[src/rtl/serial_comparator.sv]
// serial_comparator: multi-cycle WIDTH-bit magnitude comparator, one 4-bit
// slice per clock (MSB slice first) using greater/equal/less cascade semantics.
// Optional feature macro: EARLY_EXIT_EN (finish on the first differing slice).
// Ports:
//   clk, rst_n          clock, asynchronous active-low reset
//   start               request, accepted only in IDLE or DONE
//   a, b                WIDTH-bit operands, latched on the accepting edge
//   g_in, e_in, l_in    cascade inputs, used when all slices are equal
//   busy                high while comparing
//   done                one-cycle pulse when the result registers update
//   g_out, e_out, l_out registered A>B / A==B / A<B result
module serial_comparator #(
    parameter int WIDTH = 16
) (
    input  logic             clk,
    input  logic             rst_n,
    input  logic             start,
    input  logic [WIDTH-1:0] a,
    input  logic [WIDTH-1:0] b,
    input  logic             g_in,
    input  logic             e_in,
    input  logic             l_in,
    output logic             busy,
    output logic             done,
    output logic             g_out,
    output logic             e_out,
    output logic             l_out
);

    localparam int NSLICE = WIDTH / 4;
    localparam int CW     = (NSLICE > 1) ? $clog2(NSLICE) : 1;
    localparam logic [CW-1:0] CNT_LAST = CW'(NSLICE - 1);

    localparam logic [2:0] ACC_GT = 3'b100;
    localparam logic [2:0] ACC_EQ = 3'b010;
    localparam logic [2:0] ACC_LT = 3'b001;

    typedef enum logic [1:0] {
        S_IDLE,
        S_RUN,
        S_DONE
    } state_e;

    state_e           state_q, state_d;
    logic [CW-1:0]    cnt_q, cnt_d;
    logic [WIDTH-1:0] a_q, a_d;
    logic [WIDTH-1:0] b_q, b_d;
    logic [2:0]       cas_q, cas_d;
    logic [2:0]       acc_q, acc_d;
    logic [2:0]       res_q, res_d;

    logic [3:0]       slice_a;
    logic [3:0]       slice_b;
    logic [2:0]       acc_upd;
    logic             last;

    // Operands are shifted left each RUN cycle, so the slice under
    // comparison is always the top nibble.
    assign slice_a = a_q[WIDTH-1 -: 4];
    assign slice_b = b_q[WIDTH-1 -: 4];

    always_comb begin
        state_d = state_q;
        cnt_d   = cnt_q;
        a_d     = a_q;
        b_d     = b_q;
        cas_d   = cas_q;
        acc_d   = acc_q;
        res_d   = res_q;

        // Once a higher slice has decided the result, lower slices are moot.
        if (acc_q[2] | acc_q[0]) begin
            acc_upd = acc_q;
        end else if (slice_a > slice_b) begin
            acc_upd = ACC_GT;
        end else if (slice_a < slice_b) begin
            acc_upd = ACC_LT;
        end else begin
            acc_upd = ACC_EQ;
        end

        last = (cnt_q == '0);
`ifdef EARLY_EXIT_EN
        last = last | acc_upd[2] | acc_upd[0];
`endif

        unique case (state_q)
            S_IDLE, S_DONE: begin
                if (start) begin
                    state_d = S_RUN;
                    cnt_d   = CNT_LAST;
                    a_d     = a;
                    b_d     = b;
                    cas_d   = {g_in, e_in, l_in};
                    acc_d   = ACC_EQ;
                end else begin
                    state_d = S_IDLE;
                end
            end
            S_RUN: begin
                acc_d = acc_upd;
                a_d   = a_q << 4;
                b_d   = b_q << 4;
                if (last) begin
                    state_d = S_DONE;
                    // All slices equal: pass the cascade inputs through as-is.
                    res_d   = (acc_upd == ACC_EQ) ? cas_q : acc_upd;
                end else begin
                    cnt_d = cnt_q - CW'(1);
                end
            end
            default: begin
                state_d = S_IDLE;
            end
        endcase
    end

    always_ff @(posedge clk or negedge rst_n) begin
        if (!rst_n) begin
            state_q <= S_IDLE;
            cnt_q   <= '0;
            a_q     <= '0;
            b_q     <= '0;
            cas_q   <= '0;
            acc_q   <= '0;
            res_q   <= '0;
        end else begin
            state_q <= state_d;
            cnt_q   <= cnt_d;
            a_q     <= a_d;
            b_q     <= b_d;
            cas_q   <= cas_d;
            acc_q   <= acc_d;
            res_q   <= res_d;
        end
    end

    assign busy  = (state_q == S_RUN);
    assign done  = (state_q == S_DONE);
    assign g_out = res_q[2];
    assign e_out = res_q[1];
    assign l_out = res_q[0];

endmodule

[config.mk]
export PLATFORM = sky130hd
export DESIGN_NAME = serial_comparator
export DESIGN_NICKNAME = d
export VERILOG_FILES = /design/src/rtl/serial_comparator.sv
export SDC_FILE = /design/constraint.sdc
export NUM_CORES = 1
export LEC_CHECK = 0
export ABC_AREA = 1
export ABC_CLOCK_PERIOD_IN_PS = 1300
export CORE_ASPECT_RATIO = 0.6
export CORE_MARGIN = 3
export CORE_UTILIZATION = 39
export CTS_CLUSTER_DIAMETER = 100
export DETAILED_ROUTE_END_ITERATION = 7
export GPL_TIMING_DRIVEN = 0
export PLACE_DENSITY = 0.65
export SYNTH_ARGS = -nofsm -noshare
export SYNTH_HDL_FRONTEND = slang
export SYNTH_SLANG_ARGS = --single-unit
[constraint.sdc]
create_clock -name clk -period 1.3 [get_ports clk]
set_input_delay 0.195 -clock clk [delete_from_list [all_inputs] [get_ports clk]]
set_output_delay 0.195 -clock clk [all_outputs]
set_load 0.05 [all_outputs]
* After elaboration in Yosys (flattened, before gate mapping)
Cells that the tools add are included.
** Cells by class
- Bitwise operators :: 1
- Shift operators :: 0
- Mux-type cells :: 16
- Reductions and logical operators :: 8
- $lt $le $gt $ge :: 2
- Multiply operators :: 0
- Add/subtract/negate cells :: 1
- Divide/modulo/power cells :: 0
- Eq/ne operators :: 6
** Operators by type and width (number)
- 16-bit case mux with 2 select lines :: 2
- 16-bit two-way mux :: 2
- 3-bit two-way mux :: 4
- 2-bit two-way mux :: 4
- 2-bit case mux with 2 select lines :: 2
- 3-bit case mux with 2 select lines :: 1
- 2-bit AND reduction :: 3
- 4-bit greater-than comparator :: 1
- 2-bit zero test :: 2
- 4-bit < comparator :: 1
- 2-bit != test (second input constant) :: 2
- 3-bit by 2-bit == test with 1-bit output (second input constant) :: 1
- 3-bit AND reduction :: 1
- 2-bit by 1-bit == test with 1-bit output (second input constant) :: 1
- 2-bit == test (second input constant) :: 1
- 2-bit by 1-bit != test with 1-bit output (second input constant) :: 1
- 2-bit nonzero test :: 1
- 2-bit OR reduction :: 1
- 2-bit by 1-bit subtractor with 2-bit output (second input constant) :: 1
- 1-bit two-way mux :: 1
- 1-bit bitwise OR :: 1
** Word-level totals
- Bits in latches :: 0
- Bits of input ports :: 38
- Output and inout port bits :: 5
- Word-level logic and storage cells :: 41
- RAM bits :: 0
- Register bits :: 45
- Memories :: 0
- ROM bits :: 0

* Logic depth before layout (Yosys ltp)
Gate-level depths: netlist of the first run.
- Word-level depth :: 6
- Depth in mapped cells :: 11

* Least setup slack after synthesis of the first run
OpenSTA, ideal clock, no wires.
- Kind :: register to register
- From :: register a_q[15]
- To :: register res_q[0]
- Setup slack :: -51 ps
- Required time :: 1229 ps
- Clock period less this slack :: 1351 ps
- Arrival time :: 1279 ps
- Path buffers :: 0
- Cell stages (with the launch flop) :: 8
- Cell sequence :: dfrtp_1 -> ha_1 -> nand2_1 -> nor3_1 -> nand2_1 -> nor2_1 -> nor2_1 -> nor2_1
** On the way
- Longest elaborated chain between the ends :: 6
** Ends and longest elaborated chain
- start: declaration :: RTL line 46 : logic [WIDTH-1:0] a_q, a_d;
- start signal: assignment :: RTL line 122 : a_q <= '0;
- start signal: assignment :: RTL line 130 : a_q <= a_d;
- 4-bit < comparator :: RTL line 76 : end else if (slice_a < slice_b) begin
- 2-bit two-way mux :: RTL line 76
- 3-bit two-way mux (*) :: RTL line 74 : end else if (slice_a > slice_b) begin
- 3-bit two-way mux (*) :: RTL line 72 : if (acc_q[2] | acc_q[0]) begin
- 3-bit by 2-bit == test with 1-bit output :: RTL line 107 : res_d = (acc_upd == ACC_EQ) ? cas_q : acc_upd;
- 3-bit two-way mux (*) :: RTL line 107
- end signal: assignment :: RTL line 134 : res_q <= res_d;
- end: declaration :: RTL line 50 : logic [2:0] res_q, res_d;
Mark *: on every way between the ends. The rest lies on a longest branch, timed or not.
A chain may end at the register's enable or synchronous reset.

* Final worst setup path of the first run
- From :: register state_q[0]
- To :: output busy
** On the way
- Longest elaborated chain between the ends :: 1
** Ends and longest elaborated chain
- start: declaration :: RTL line 44 : state_e state_q, state_d;
- start signal: assignment :: RTL line 128 : state_q <= state_d;
- 2-bit by 1-bit == test with 1-bit output :: RTL line 138 : assign busy = (state_q == S_RUN);
- end: declaration :: RTL line 23 : output logic busy,
Every way passes these cells.

==> results of run 1 <==
cell usage after synthesis, drive strengths merged, types with 3 or more instances:
cell type,number,area share
inv,43,0.075
nor3,8,0.018
o21ai,33,0.080
dfrtp,45,0.51
nor2,20,0.044
nand3,6,0.016
a21oi,3,0.010
buf,9,0.039
o211ai,17,0.058
a211oi,3,0.017
o22ai,4,0.011
ha,5,0.028
nand2,43,0.080
area by class of cell:
type	instances	share of cell area
tap	66	0.0253
clock inverter	2	0.00307
sequential	45	0.346
multi-input combinational	145	0.310
clock buffer	6	0.0222
inverter	43	0.0548
buffer	9	0.0318
timing repair buffer	64	0.207
worst max-delay path: cells and delay by family, from the launching register on:
family | cells | cell delay [ns]
buffers and inverters | 3 | 0.35
and+or+nand+nor | 1 | 0.14
DFF | 1 | 0.45
stage by stage:
step                      hold slack (ns)  setup TNS, ns  power (mW)   util  setup slack [ns]
after floorplan                    -0.101              0        5.26      -           0.00325
after global placement              0.478         -68.27        6.19  0.522             -1.24
after detailed placement           0.0793         -13.43        6.32  0.525            -0.706
after CTS                           0.302          -1.20        7.69  0.565            -0.106
after global routing                0.315          -1.39        9.52  0.621            -0.178
final                               0.301         -0.553        8.87  0.621            -0.140
logic make-up after synthesis:
family	share of synthesized area
AOI/OAI and AO/OA	0.180
adders and majority gates	0.0283
buffers and inverters	0.118
and+or+nand+nor	0.164
DFF	0.510
layer usage:
layer	vias to the layer above	part of all wire	track usage
li1	936	-	-
met1	879	0.51	0.277
met2	54	0.42	0.253
met3	9	0.057	0.0436
met4	0	0.0087	0.0452
met5	-	0	0
state kept, by name, indices dropped and copies added, names as in the netlist:
register	count
acc_q	3
state_q	2
cas_q	3
res_q	3
b_q	16
a_q	16
cnt_q	2
worst paths after layout:
path | start | to | depth (start not counted)
min reg2reg | res_q[1]$_DFFE_PN0P_ | res_q[1]$_DFFE_PN0P_ | 2
min in group clk | a[3] | a_q[3]$_DFFE_PN0P_ | 3
min | rst_n | b_q[10]$_DFFE_PN0P_ | 2
max reg2reg | a_q[15]$_DFFE_PN0P_ | res_q[2]$_DFFE_PN0P_ | 8
max in group asynchronous | rst_n | a_q[15]$_DFFE_PN0P_ | 3
max | state_q[0]$_DFFE_PN0P_ | busy | 4
power by group through the flow:
stage               combinational (mW)  clock [mW]  sequential, mW
floorplan                         2.81           0            2.45
global placement                  3.82           0            2.37
detailed placement                3.93           0            2.39
CTS                               4.45       0.853            2.39
global route                      6.12       0.918            2.48
finish                            5.61       0.848            2.42
repair_timing:
action | CTS | global route
pin swaps | 15 | 7
endpoints found under the setup margin | 46 | 39
gates cloned | 0 | 2
resized for setup | 45 | 64
hold buffers | 1 | 0
setup buffers | 6 | 12
hold endpoints to repair | 9 | 0
==> parameters.txt, run 1 <==
Parameter                              Value

Run status
  Status    finished, violations left
  Violations in the final reports    negative setup slack

Synthesis
  Top_reg_cell synth    sky130_fd_sc_hd__dfrtp_1
  Share of synthesized area occupied by flip-flops and latches    0.510
  Number of flops mapped to enable cells by yosys    0
  Number of flip-flops and latches in the synthesized netlist    45
  Post-synthesis instance area    about 2200 sq um
  Count of cell types in the netlist    25
  Synthesized Nets    287
  Cell count after synthesis    244
  Proportion of synthesized flip-flops having asynchronous set or reset    1.00
  Synth warn    0
  Syn_area_per_cell    roughly 9 sq um

Finish
  Fill cell count    471
  Area growth from synthesis to final layout    48.0%
  Inserted Diodes    0
  Number of nets in the final layout    356
  Total area of sequential cells    1130 sq um
  Top library cells by usage in the layout, fill and taps aside    sky130_fd_sc_hd__dfrtp_1, sky130_fd_sc_hd__clkdlybuf4s50_1, sky130_fd_sc_hd__inv_1, sky130_fd_sc_hd__nand2_1, sky130_fd_sc_hd__o21ai_1
  Most common cell after layout, fill and taps aside    sky130_fd_sc_hd__dfrtp_1
  Cell Count, Final, Fillers Out    380
  Area of the multi-input gates    1010 sq um
  Share of final-layout standard cells stronger than drive strength 1    0.296
  Final standard cell area without fillers    3270 sq um

Clock network
  Clock buffer count from CTS    5
  Clock tree from TritonCTS    done
  Number of sinks driven by the clock tree    45
  Clock Latency Late Sink    0.30 ns
  H-tree levels    2
  Clock Path Buffers    2
  Clock root buffer    sky130_fd_sc_hd__clkbuf_8
  Clock transition at the registers of the reported paths    0.08 ns

Global route
  Grt total ovfl    0
  Vias in the first global route    between 1.5k and 2k
  First-pass GRT wire length    8.99 mm
  Initial antenna violation count    0
  Aggregate global-route resource usage    0.181
  Pin count of the biggest net entering global routing    37

Worst setup path
  Slowest stage cell, crit path    sky130_fd_sc_hd__dfrtp_2
  Slowest cell delay on critical path    0.45 ns
  Crit path capture type    output pin
  Most common cell type on the critical path    sky130_fd_sc_hd__buf_12
  Required time of the worst setup path    around 1.1 ns
  Worst reg2reg setup slack    -0.10 ns
  Nature of the critical path startpoint    register
  Critical path arrival    between 1 and 1.5 ns
  Cell chain of the critical path    nand2_4 > clkinv_8 > buf_12 > buf_12
  Critical setup path kind    register to output pin
  CP Max Fanout    6

Floorplan
  I/O pin total    43
  Number of placement rows    20
  Die height    64.3 um
  Floorplan die width    103 um
  Core box area    5260 sq um
  Starting Density    0.420
  Die Outline Area    6630 sq um

Detailed routing
  Detailed-router iteration count before antenna repair    5
  Final WL    between 5 and 6 mm
  Iter 0 DRT Violations    85
  Count of antenna-violating nets left after detailed routing    0
  WL per Instance    15.4 um
  Detailed-route DRC error count    0
  Via count    1878
  Vias per cell    4.94

STA
  Final setup margin    -0.140 ns
  Clk_skew    0.00474 ns
  Final hold viol count    0
  Maximum clock rate    694 MHz
  RSZ-0062 raised after global routing    true
  Worst-margin pin slew    around 0.28 ns
  Number of slew-limit violations in the final report    0
  Final cycle utilization of the critical path    1.11
  Number of setup violations in the final report    9
  Relative max-transition margin    0.814
  Crit path time final    between 1 and 1.5 ns

Power
  Share of power burned in combinational logic    0.632
  Worst ir drop on vdd    908 uV
  Part of the total power dissipated in sequential elements    0.272
  Cell internal power dissipation    5.00 mW
  Static leakage    1.47 nW
  Power density relative to cell area    2720 nW/um^2
  Switching power of the nets    3.87 mW
  Power share of the clock group    0.096
  Switching portion of total power    0.437

Place
  Area of placed instances    around 2800 sq um
  Placer Congestion    0.813
  Hpwl dp    a little under 4 mm
  Number of placed instances with taps included    353
  IO buf count    42

Hold path
  HP Class    input port to asynchronous set/reset pin

Run
  Total of max-cap violations    0
No activity file was read; power rests on OpenSTA's default activity.
==> run 2: changes to the inputs <==
- SLEW_MARGIN: not set -> 20
==> parameters.txt, run 2 (synthesized netlist as in run 1, its figures left out) <==
Parameter                              Value

Detailed routing
  Via count    1903 (+1.3%)
  Vias per cell    4.97 (+0.54%)
  Count of antenna-violating nets left after detailed routing    0 (unchanged)
  Iter 0 DRT Violations    46 (-46%)
  Final WL    5.81 mm (-0.79%)
  Detailed-route DRC error count    0 (unchanged)
  WL per Instance    15.2 um (-1.6%)
  Detailed-router iteration count before antenna repair    4 (-1)

Hold path
  Launch instance of the worst min-delay path    b[3]
  HP Class    input port to register
  Hold worst-path end    b_q[3]$_DFFE_PN0P_
  Number of cells traversed by the worst hold path    3

Power
  Worst ir drop on vdd    892 uV (-1.8%)
  Static leakage    1.48 nW (+0.88%)
  Power density relative to cell area    2690 nW/um^2 (-1.0%)

Global route
  Pin count of the biggest net entering global routing    29 (-22%)
  Vias in the first global route    1903 (+5.2%)
  Aggregate global-route resource usage    0.186 (+0.00545)
  Initial antenna violation count    0 (unchanged)
  Grt total ovfl    0 (unchanged)
  First-pass GRT wire length    9.34 mm (+3.8%)

Place
  Worst setup timing slack at the placement stage    -0.714 ns (-0.00748 ns)
  Placer Congestion    0.813 (unchanged)
  IO buf count    42 (unchanged)
  Hpwl dp    3.92 mm (+0.71%)
  Area of placed instances    2760 sq um (+0.27%)

STA
  Minimum hold slack    0.441 ns (+0.140 ns)
  Crit path time final    1.45 ns (+0.00536 ns)
  Number of slew-limit violations in the final report    0 (unchanged)
  Number of setup violations in the final report    33 (+24)
  Final cycle utilization of the critical path    1.11 (+0.00412)
  Final setup margin    -0.145 ns (-0.00536 ns)
  Accumulated negative setup slack    -1.91 ns (-1.36 ns)
  Relative max-transition margin    0.525 (-0.289)
  Maximum clock rate    692 MHz (-0.37%)
  Final hold viol count    0 (unchanged)
  Worst-margin pin slew    0.713 ns (+0.433 ns)
  Clk_skew    0.00457 ns (-0.000171 ns)
  RSZ-0062 raised after global routing    true

Worst setup path
  Worst reg2reg setup slack    -0.13 ns (-0.03 ns)
  Crit path capture type    output pin
  Required time of the worst setup path    1.11 ns (about the same)
  Nature of the critical path startpoint    register
  CP Max Fanout    3 (-3)
  Critical path arrival    1.25 ns (about the same)
  CP Launch Point    state_q[0]$_DFFE_PN0P_
  FF-to-FF Start    state_q[0]$_DFFE_PN0P_
  Critical setup path kind    register to output pin
  Number of cells traversed by the worst register-to-register path    7 (-1)
  R2R Path End    b_q[5]$_DFFE_PN0P_

Run status
  Status    finished, violations left
  Violations in the final reports    negative setup slack

Floorplan
  I/O pin total    43 (unchanged)
  Number of placement rows    20 (unchanged)
  Die Outline Area    6630 sq um (unchanged)
  Core box area    5260 sq um (unchanged)
  Die height    64.3 um (unchanged)
  Starting Density    0.420 (unchanged)
  Floorplan die width    103 um (unchanged)

Clock network
  Clock buffer count from CTS    5 (unchanged)
  Clock tree from TritonCTS    done
  Clock transition at the registers of the reported paths    0.08 ns (about the same)
  Number of sinks driven by the clock tree    45 (unchanged)
  Clock Latency Late Sink    0.30 ns (about the same)
  Clock root buffer    sky130_fd_sc_hd__clkbuf_8
  H-tree levels    2 (unchanged)
  Clock Path Buffers    2 (unchanged)

Run
  Total of max-cap violations    0 (unchanged)

Finish
  Top library cells by usage in the layout, fill and taps aside    sky130_fd_sc_hd__dfrtp_1, sky130_fd_sc_hd__clkdlybuf4s50_1, sky130_fd_sc_hd__inv_1
  Final standard cell area without fillers    3340 sq um (+2.1%)
  Inserted Diodes    0 (unchanged)
  Fill cell count    466 (-1.1%)
  Registers with the most flip-flops    a_q: 16 flops, b_q: 16 flops
  Most common cell after layout, fill and taps aside    sky130_fd_sc_hd__dfrtp_1
  Area growth from synthesis to final layout    51.1%
  Number of nets in the final layout    359 (+0.84%)
  Share of final-layout standard cells stronger than drive strength 1    0.312 (+0.0161)
-- run 2: cell types whose count changed in the layout (fill, tap and decap cells not counted), moves of 2 or more --
cell                       previous run  this run
sky130_fd_sc_hd__clkbuf_1             1         3
sky130_fd_sc_hd__o21ai_2              3         7
sky130_fd_sc_hd__o21ai_0              9        13
sky130_fd_sc_hd__buf_6                5         8
sky130_fd_sc_hd__buf_8                3         6
sky130_fd_sc_hd__o22ai_1              2         4
sky130_fd_sc_hd__buf_16               0         2
sky130_fd_sc_hd__o21ai_1             21        13
sky130_fd_sc_hd__o22ai_2              2         0
sky130_fd_sc_hd__nor2_1              13        11
sky130_fd_sc_hd__clkinv_2             2         0
-- run 2: worst max-delay path, stage by stage (launching register included) --
cell and delay, ns:
sky130_fd_sc_hd__dfrtp_2 0.44, sky130_fd_sc_hd__nand2_4 0.10, sky130_fd_sc_hd__inv_4 0.04, sky130_fd_sc_hd__buf_8 0.11, sky130_fd_sc_hd__buf_12 0.12, sky130_fd_sc_hd__buf_12 0.14
-- run 2: how the worst max path moves through the flow --
stage / depth (start not counted) / to
after floorplan: 7 / res_q[0]$_DFFE_PN0P_
after global placement: 1 / cnt_q[1]$_DFFE_PN0P_
after detailed placement: 5 / busy
after CTS: 5 / busy
after global routing: 7 / b_q[13]$_DFFE_PN0P_
final: 5 / busy
-- run 2: where the power goes --
group | internal (mW) | switching (mW)
combinational | 2.63 | 3.06
sequential | 2.09 | 0.337
clock | 0.382 | 0.456
total | 5.11 | 3.86
-- run 2: area by class of cell --
type / count / area (sq um) / share of cell area
tap: 66 / 82.6 / 0.0248
inverter: 43 / 169 / 0.0506
sequential: 45 / 1130 / 0.339
clock buffer: 8 / 80.1 / 0.0240
buffer: 9 / 120 / 0.0360
timing repair buffer: 67 / 728 / 0.218
multi-input combinational: 145 / 1030 / 0.308
-- run 2: repair_timing --
item	4_1_cts	5_1_grt
hold endpoints to repair	27	0
gates cloned	1	1
setup endpoints to repair	45	45
pin swaps	14	7
setup buffers	14	7
hold buffers	1	0
resized for setup	73	40
-- run 2: through the flow --
stage | util | instances | power (mW)
global placement | 0.522 | 352 | 6.19
CTS | 0.600 | 377 | 8.29
floorplan | - | 244 | 5.26
detailed placement | 0.526 | 353 | 6.32
finish | 0.635 | 383 | 8.97
global route | 0.635 | 383 | 9.67
-- run 2: routing by layer --
metal | up-vias | GRT usage | share of wire
met3 | 8 | 0.0436 | 0.069
met4 | 0 | 0.0517 | 0.016
met5 | - | 0 | 0
li1 | 946 | - | -
met2 | 44 | 0.262 | 0.43
met1 | 905 | 0.282 | 0.49
==> run 3: changes to the inputs <==
- CORE_ASPECT_RATIO: 0.6 -> not set
- GPL_ROUTABILITY_DRIVEN: not set -> 0
==> parameters.txt, run 3 (synthesized netlist as in run 1, its figures left out) <==
Parameter                              Value

Finish
  Share of final-layout standard cells stronger than drive strength 1    0.294 (-0.0180)
  Registers with the most flip-flops    a_q: 16 flops, b_q: 16 flops
  Post-route core utilization    0.621 (-0.0142)
  Area growth from synthesis to final layout    49.1%
  Inserted Diodes    0 (unchanged)
  Cell Count, Final, Fillers Out    386 (+0.78%)
  Most common cell after layout, fill and taps aside    sky130_fd_sc_hd__dfrtp_1
  Area of the multi-input gates    996 sq um (-2.9%)
  Number of nets in the final layout    358 (-0.28%)
  Total area of sequential cells    1130 sq um (-0.22%)
  Fill cell count    434 (-6.9%)
  Top library cells by usage in the layout, fill and taps aside    sky130_fd_sc_hd__dfrtp_1, sky130_fd_sc_hd__clkdlybuf4s50_1, sky130_fd_sc_hd__inv_1

Global route
  Grt total ovfl    0 (unchanged)
  Vias in the first global route    1875 (-1.5%)
  Fraction of met2 tracks used by global routing    0.294 (+0.0319)
  Pin count of the biggest net entering global routing    27 (-6.9%)
  Met3 usage in global routing    0.0299 (-0.0137)
  Aggregate global-route resource usage    0.175 (-0.0115)
  Routing layer with the top usage in global route    met2
  First-pass GRT wire length    8.77 mm (-6.1%)
  Routing usage on met1    0.229 (-0.0531)
  Initial antenna violation count    0 (unchanged)

STA
  Final cycle utilization of the critical path    1.07 (-0.0418)
  Crit path time final    1.39 ns (-0.0543 ns)
  Final setup margin    -0.0911 ns (+0.0543 ns)
  Final hold viol count    0 (unchanged)
  Number of slew-limit violations in the final report    0 (unchanged)
  Number of setup violations in the final report    7 (-79%)
  Maximum clock rate    719 MHz (+3.9%)
  Clk_skew    0.00673 ns (+0.00216 ns)
  Accumulated negative setup slack    -0.351 ns (+1.56 ns)
  Worst-margin pin slew    0.467 ns (-0.246 ns)
  RSZ-0062 raised after global routing    true
  Relative max-transition margin    0.688 (+0.164)

Clock network
  Clock Latency Late Sink    0.30 ns (about the same)
  Clock tree from TritonCTS    done
  Clock transition at the registers of the reported paths    0.08 ns (about the same)
  Clock root buffer    sky130_fd_sc_hd__clkbuf_8
  Number of sinks driven by the clock tree    45 (unchanged)
  Clock Path Buffers    2 (unchanged)
  Clock buffer count from CTS    5 (unchanged)
  H-tree levels    2 (unchanged)

Worst setup path
  Slowest stage cell, crit path    sky130_fd_sc_hd__dfrtp_2
  Critical setup path kind    register to output pin
  CP Max Fanout    3 (unchanged)
  Most common cell type on the critical path    sky130_fd_sc_hd__buf_12
  Critical path arrival    1.20 ns (-0.05 ns)
  Nature of the critical path startpoint    register
  Slowest cell delay on critical path    0.47 ns (+0.03 ns)
  Required time of the worst setup path    1.11 ns (about the same)
  Cell chain of the critical path    nand2_4 > inv_8 > buf_12 > buf_12
  Crit path capture type    output pin

Detailed routing
  Detailed-router iteration count before antenna repair    4 (unchanged)
  WL per Instance    15.0 um (-1.1%)
  Final WL    5.79 mm (-0.34%)
  Iter 0 DRT Violations    132 (+190%)
  Detailed-route DRC error count    0 (unchanged)
  Via count    1915 (+0.63%)
  Vias per cell    4.96 (-0.15%)
  Count of antenna-violating nets left after detailed routing    0 (unchanged)

Floorplan
  I/O pin total    43 (unchanged)
  Core box area    5300 sq um (+0.90%)
  Die Outline Area    6600 sq um (-0.44%)
  Number of placement rows    26 (+30%)
  Floorplan die width    81.2 um (-21%)
  Die height    81.2 um (+26%)
  Starting Density    0.416 (-0.00377)

Power
  Worst ir drop on vdd    1080 uV (+21%)
  Static leakage    1.47 nW (-0.63%)
  Power density relative to cell area    2710 nW/um^2 (+0.67%)
  Design Power    8.90 mW (-0.69%)

Run status
  Violations in the final reports    negative setup slack
  Status    finished, violations left

Place
  Number of placed instances with taps included    357 (+1.1%)
  Worst setup timing slack at the placement stage    -0.693 ns (+0.0213 ns)
  Hpwl dp    3.59 mm (-8.5%)
  IO buf count    42 (unchanged)

Hold path
  HP Class    input port to asynchronous set/reset pin

Run
  Total of max-cap violations    0 (unchanged)
[run 3: routing by layer]
metal  vias to the layer above  share of wire
li1                        934              -
met1                       930           0.47
met2                        45           0.48
met3                         6          0.039
met4                         0          0.010
met5                         -              0
[run 3: worst paths after layout]
check / start / endpoint / slack, ns / cells past startpoint
worst max-delay path: state_q[0]$_DFFE_PN0P_ / busy / -0.09 / 4
max in group asynchronous: rst_n / acc_q[2]$_DFFE_PN0P_ / 0.40 / 3
worst min register to register: acc_q[1]$_DFFE_PN0P_ / acc_q[1]$_DFFE_PN0P_ / 0.51 / 2
min in group clk: a[2] / a_q[2]$_DFFE_PN0P_ / 0.45 / 3
worst max register to register: a_q[15]$_DFFE_PN0P_ / acc_q[2]$_DFFE_PN0P_ / -0.07 / 8
worst min-delay path: rst_n / a_q[4]$_DFFE_PN0P_ / 0.40 / 2
[run 3: cell type report]
class	count	share of cell area
Clock buffer	6	0.0221
Multi-Input combinational cell	145	0.303
Sequential cell	45	0.343
Timing Repair Buffer	65	0.212
Inverter	43	0.0529
Tap cell	70	0.0266
Clock inverter	2	0.00304
Buffer	10	0.0384
[run 3: timing repair]
action | CTS | global route
gates cloned | 0 | 4
resized for setup | 45 | 62
hold endpoints to repair | 19 | 0
setup buffers | 12 | 5
setup endpoints to repair | 44 | 40
pin swaps | 11 | 13
hold buffers | 1 | 0
[run 3: metrics by stage]
stage,hold slack (ns),instance area (sq um)
finish,0.399,3290
global placement,0.476,2750
CTS,0.393,3000
detailed placement,0.181,2760
floorplan,-0.101,2240
global route,0.458,3290
[run 3: where the power goes]
group | total (mW) | switching [mW] | internal (mW) | leakage (nW)
logic | 5.67 | 3.07 | 2.60 | 0.886
clock network | 0.843 | 0.469 | 0.373 | 0.0450
registers | 2.39 | 0.304 | 2.09 | 0.543
total | 8.90 | 3.84 | 5.06 | 1.47
[run 3: critical path, delay by kind of cell (launching register included)]
family	cells	cell delay, ns
simple gates	1	0.13
flops	1	0.47
buf+inv	3	0.31
